<file path="src/rtl/alu_share_arbiter.sv">
// Round-robin arbiter sharing one combinational ALU between the execute stage (port 0)
// and the branch/compare unit (port 1). One operation in flight, registered operands and results.
module alu_share_arbiter #(
    parameter int WIDTH = 32,
    parameter int CNT_W = 16
) (
    input  logic             clk,
    input  logic             reset,
    input  logic [1:0]       req_valid,
    output logic [1:0]       req_ready,
    input  logic [3:0]       req0_op,
    input  logic [3:0]       req1_op,
    input  logic [WIDTH-1:0] req0_a,
    input  logic [WIDTH-1:0] req0_b,
    input  logic [WIDTH-1:0] req1_a,
    input  logic [WIDTH-1:0] req1_b,
    output logic [1:0]       rsp_valid,
    input  logic [1:0]       rsp_ready,
    output logic [WIDTH-1:0] rsp0_y,
    output logic [WIDTH-1:0] rsp1_y,
    output logic [2:0]       rsp0_flags,
    output logic [2:0]       rsp1_flags,
    output logic [3:0]       alu_opcode,
    output logic [WIDTH-1:0] alu_a,
    output logic [WIDTH-1:0] alu_b,
    input  logic [WIDTH-1:0] alu_y,
    input  logic             alu_carry,
    input  logic             alu_zero,
    input  logic             alu_lt,
    output logic             busy,
    output logic [CNT_W-1:0] op_count
);

    typedef enum logic {
        IDLE,
        EXEC
    } state_t;

    state_t           state;
    logic             prio;
    logic             owner;
    logic [3:0]       op_q;
    logic [WIDTH-1:0] a_q;
    logic [WIDTH-1:0] b_q;
    logic [1:0]       eligible;
    logic [1:0]       grant;

    // A requester still holding an unconsumed response is kept out of arbitration.
    always_comb begin
        eligible = req_valid & ~rsp_valid;
        grant    = 2'b00;
        if (state == IDLE) begin
            if (eligible == 2'b11) begin
                grant = prio ? 2'b10 : 2'b01;
            end else begin
                grant = eligible;
            end
        end
    end

    assign req_ready  = grant;
    assign alu_opcode = op_q;
    assign alu_a      = a_q;
    assign alu_b      = b_q;
    assign busy       = (state == EXEC);

    always_ff @(posedge clk) begin
        if (reset) begin
            state      <= IDLE;
            prio       <= 1'b0;
            owner      <= 1'b0;
            op_q       <= '0;
            a_q        <= '0;
            b_q        <= '0;
            rsp_valid  <= 2'b00;
            rsp0_y     <= '0;
            rsp1_y     <= '0;
            rsp0_flags <= '0;
            rsp1_flags <= '0;
            op_count   <= '0;
        end else begin
            rsp_valid <= rsp_valid & ~rsp_ready;
            case (state)
                IDLE: begin
                    // grant is a subset of req_valid, so any grant bit is a handshake
                    if (grant != 2'b00) begin
                        owner <= grant[1];
                        prio  <= ~grant[1];
                        op_q  <= grant[1] ? req1_op : req0_op;
                        a_q   <= grant[1] ? req1_a  : req0_a;
                        b_q   <= grant[1] ? req1_b  : req0_b;
                        state <= EXEC;
                    end
                end
                EXEC: begin
                    if (owner) begin
                        rsp1_y     <= alu_y;
                        rsp1_flags <= {alu_carry, alu_zero, alu_lt};
                    end else begin
                        rsp0_y     <= alu_y;
                        rsp0_flags <= {alu_carry, alu_zero, alu_lt};
                    end
                    rsp_valid[owner] <= 1'b1;
                    op_count         <= op_count + CNT_W'(1);
                    state            <= IDLE;
                end
                default: state <= IDLE;
            endcase
        end
    end

endmodule
</file>
<file path="config.mk">
export PLATFORM = sky130hd
export DESIGN_NAME = alu_share_arbiter
export DESIGN_NICKNAME = d
export VERILOG_FILES = /design/src/rtl/alu_share_arbiter.sv
export SDC_FILE = /design/constraint.sdc
export NUM_CORES = 1
export LEC_CHECK = 0
export ABC_AREA = 1
export ABC_CLOCK_PERIOD_IN_PS = 2400
export BUFFER_PORTS_ARGS = -buffer_cell sky130_fd_sc_hd__buf_2
export CAP_MARGIN = 10
export CORE_AREA = 2 2 132 134
export CTS_CLUSTER_SIZE = 20
export DETAILED_ROUTE_END_ITERATION = 8
export DIE_AREA = 0 0 134 136
export MAX_ROUTING_LAYER = met4
export PLACE_DENSITY = 0.72
export SYNTH_ARGS = -nofsm -noshare
export SYNTH_HDL_FRONTEND = slang
export SYNTH_SLANG_ARGS = --single-unit
</file>
<file path="constraint.sdc">
create_clock -name clk -period 2.4 [get_ports clk]
set_input_delay 0.48 -clock clk [delete_from_list [all_inputs] [get_ports clk]]
set_output_delay 0.48 -clock clk [all_outputs]
set_load 0.01 [all_outputs]
</file>
==> out/results.txt <==
share of post-route cells with drive strength above 1: 34.3%
post-CTS sizing: 0
Layout area overhead: 39.0%
CTS Buf Count: 17
die width: 134 um
Slew @ Worst Pin: 0.746 ns
final instance area: 8590 um^2
first-pass GRT wire length: 31300 um
Worst-Skew Late Latency: 0.41 ns
Setup Total Neg Slack: 0 ns
Worst Path Required: 1.92 ns
Final Cycle Share: 91.9%
max-slew violation count: 0
antenna violations before repair: 3
Synth Net Count: 997
total track usage: 22.3%
DPL Wire Length: 14600 um
CTS Hold Bufs: 0
CP Class: flop to output pin
Routability Congestion: 0.897
Final #Nets: 1309
placed cell count: 1336
post-CTS setup buffer count: 0
Power Dens Cells: 779 nW/um^2
WP buf/inv: 4
Peak VDD IR: 0.473 mV
Max FO, Critical Path: 19
I/O pins: 336
async set-reset flop share out of synthesis: 0%
Root Driver: clkbuf_16
status: finished clean
Crit path top cell by count: inv_2
Synth cell types: 27
WL final: 20200 um
worst path cell trace: inv_2 > nand3_2 > inv_2 > nand2_4 > inv_2 > buf_2
clk sinks: 159
final setup vio count: 0
FP Rows: 48
Max-Cap Viols: 0
Final Hold Vio Count: 0
Lkg Pwr: 4.23 nW
synth top area cells: dfxtp_1 51%, o21ai_0 12%, nor2_1 10%, nand2_1 9.5%, a31oi_1 6.7%
DR vias: 6700
CTS tree: yes
number of port buffers: 335
DRC: 0
drt pass-1 iters: 5
gr ovfl total: 0
Crit-path slowest cell: dfxtp_1
Worst setup SP type: flop
initial core utilization: 36.6%
CP max stage delay: 0.38 ns
vias in the first global route: 6157
vias per cell: 4.88
YS warnings: 0
syn_area_per_cell: 7.55 um^2
DIE AREA: 18200 um^2
initial DRC count: 308
Worst slew margin: 50.3%
post-DR wirelength/cell: 14.7 um
clock slew at reported path FFs: 0.07 ns
CP top delay family: buffers and inverters
Final Util: 50.9%
sequential share of the synthesized area: 51.5%
HP Class: input port to flop
die extent in y: 136 um
Post-synth EDFFs: 0
commonest cells in the netlist: 165 x nor2_1, 159 x dfxtp_1, 157 x nand2_1, 149 x o21ai_0, 66 x a31oi_1
Fmax achieved: 453 MHz
Post-Synthesis Cells: 819
Longest Clk Path Bufs: 2
Worst setup EP type: output pin
crit path time final: 2.21 ns
CTS HTree Levels: 4
post-synth top area cell: dfxtp_1
count leader, synth: nor2_1
RSZ-0062 raised after global routing: no
non-filler cells, final: 1372
pin count of the biggest net entering global routing: 75
DP Area: 8000 um^2
synthesized area: 6180 um^2
Final ANT Viol Nets: 0
#FFs+latches synth: 159
post-synth top area share: 51.5%
Core Region: 16900 um^2
Worst Skew: 0.0110 ns
Top FF cell, synth: dfxtp_1
Worst EP arrival: 1.73 ns
[final timing paths]
path                            startpoint            to  slack (ns)  depth (start not counted)
worst max-delay path                  busy  req_ready[1]        0.19                          6
worst min-delay path             alu_y[31]    rsp0_y[31]        0.31                          3
worst max register to register        busy     alu_b[28]        0.53                          8
worst min register to register   rsp1_y[7]     rsp1_y[7]        0.48                          2
[power breakdown]
part	internal, mW	switching, mW
clock network	1.41	1.14
logic	0.459	0.691
registers	2.87	0.119
total	4.74	1.95
[cell usage in the layout, fill, tap and decap left out, types with 4 or more instances in the layout]
master,count
a21oi_1,11
a31oi_1,66
buf_2,335
buf_4,11
clkbuf_16,17
dfxtp_1,159
inv_1,22
inv_2,4
inv_6,5
nand2_1,157
nand3_1,6
nand4_1,7
nor2_1,165
o21ai_0,149
[layer usage]
metal,GRT usage (%),routed length (um),vias up
met3,6.97,1760,35
li1,-,-,3354
met2,35.7,9470,287
met4,8.33,493,0
met5,-,0,-
met1,26.5,8480,3024
[flip-flops by register name (all words and copies together) (netlist names), 3 cells and up]
register / flops
rsp0_y: 32
op_count: 16
rsp1_flags: 3
alu_a: 32
alu_opcode: 4
rsp0_flags: 3
alu_b: 32
rsp1_y: 32
[logic make-up (layout without fill, tap and decap cells)]
kind of cell	count (synthesis)	in the layout	share of synthesized area (%)
simple gates	344	344	21.8
xor+xnor	1	1	0.142
flops	159	159	51.5
fa+ha+maj	1	1	0.202
compound gates	229	229	20.0
buf+inv	85	410	6.36
other cells	0	3	0
[stage by stage]
step	power (mW)	hold WS [ns]	worst slack [ns]
after floorplan	3.66	0.455	0.866
after global placement	4.19	0.456	0.429
after detailed placement	4.20	0.467	0.415
after CTS	6.76	0.291	0.121
after global routing	7.04	0.299	0.0746
final	6.69	0.310	0.193
[area by class of cell]
type | instances | area [um^2]
fillers | 1690 | 8280
flip-flops and latches | 159 | 3180
multi-input cells | 575 | 2610
repair buffers | 350 | 1850
clock buffers | 20 | 457
well taps | 225 | 282
inverters | 28 | 106
clock inverters | 12 | 100
diodes | 3 | 7.51
[worst reg2reg max path, stage by stage, from the launching register on]
cell     delay [ns]
dfxtp_1        0.38
inv_2          0.15
nand3_2        0.12
inv_2          0.09
nand2_4        0.05
inv_2          0.30
buf_4          0.38
nand2_1        0.17
a31oi_1        0.15
No activity file was read; power rests on OpenSTA's default activity.
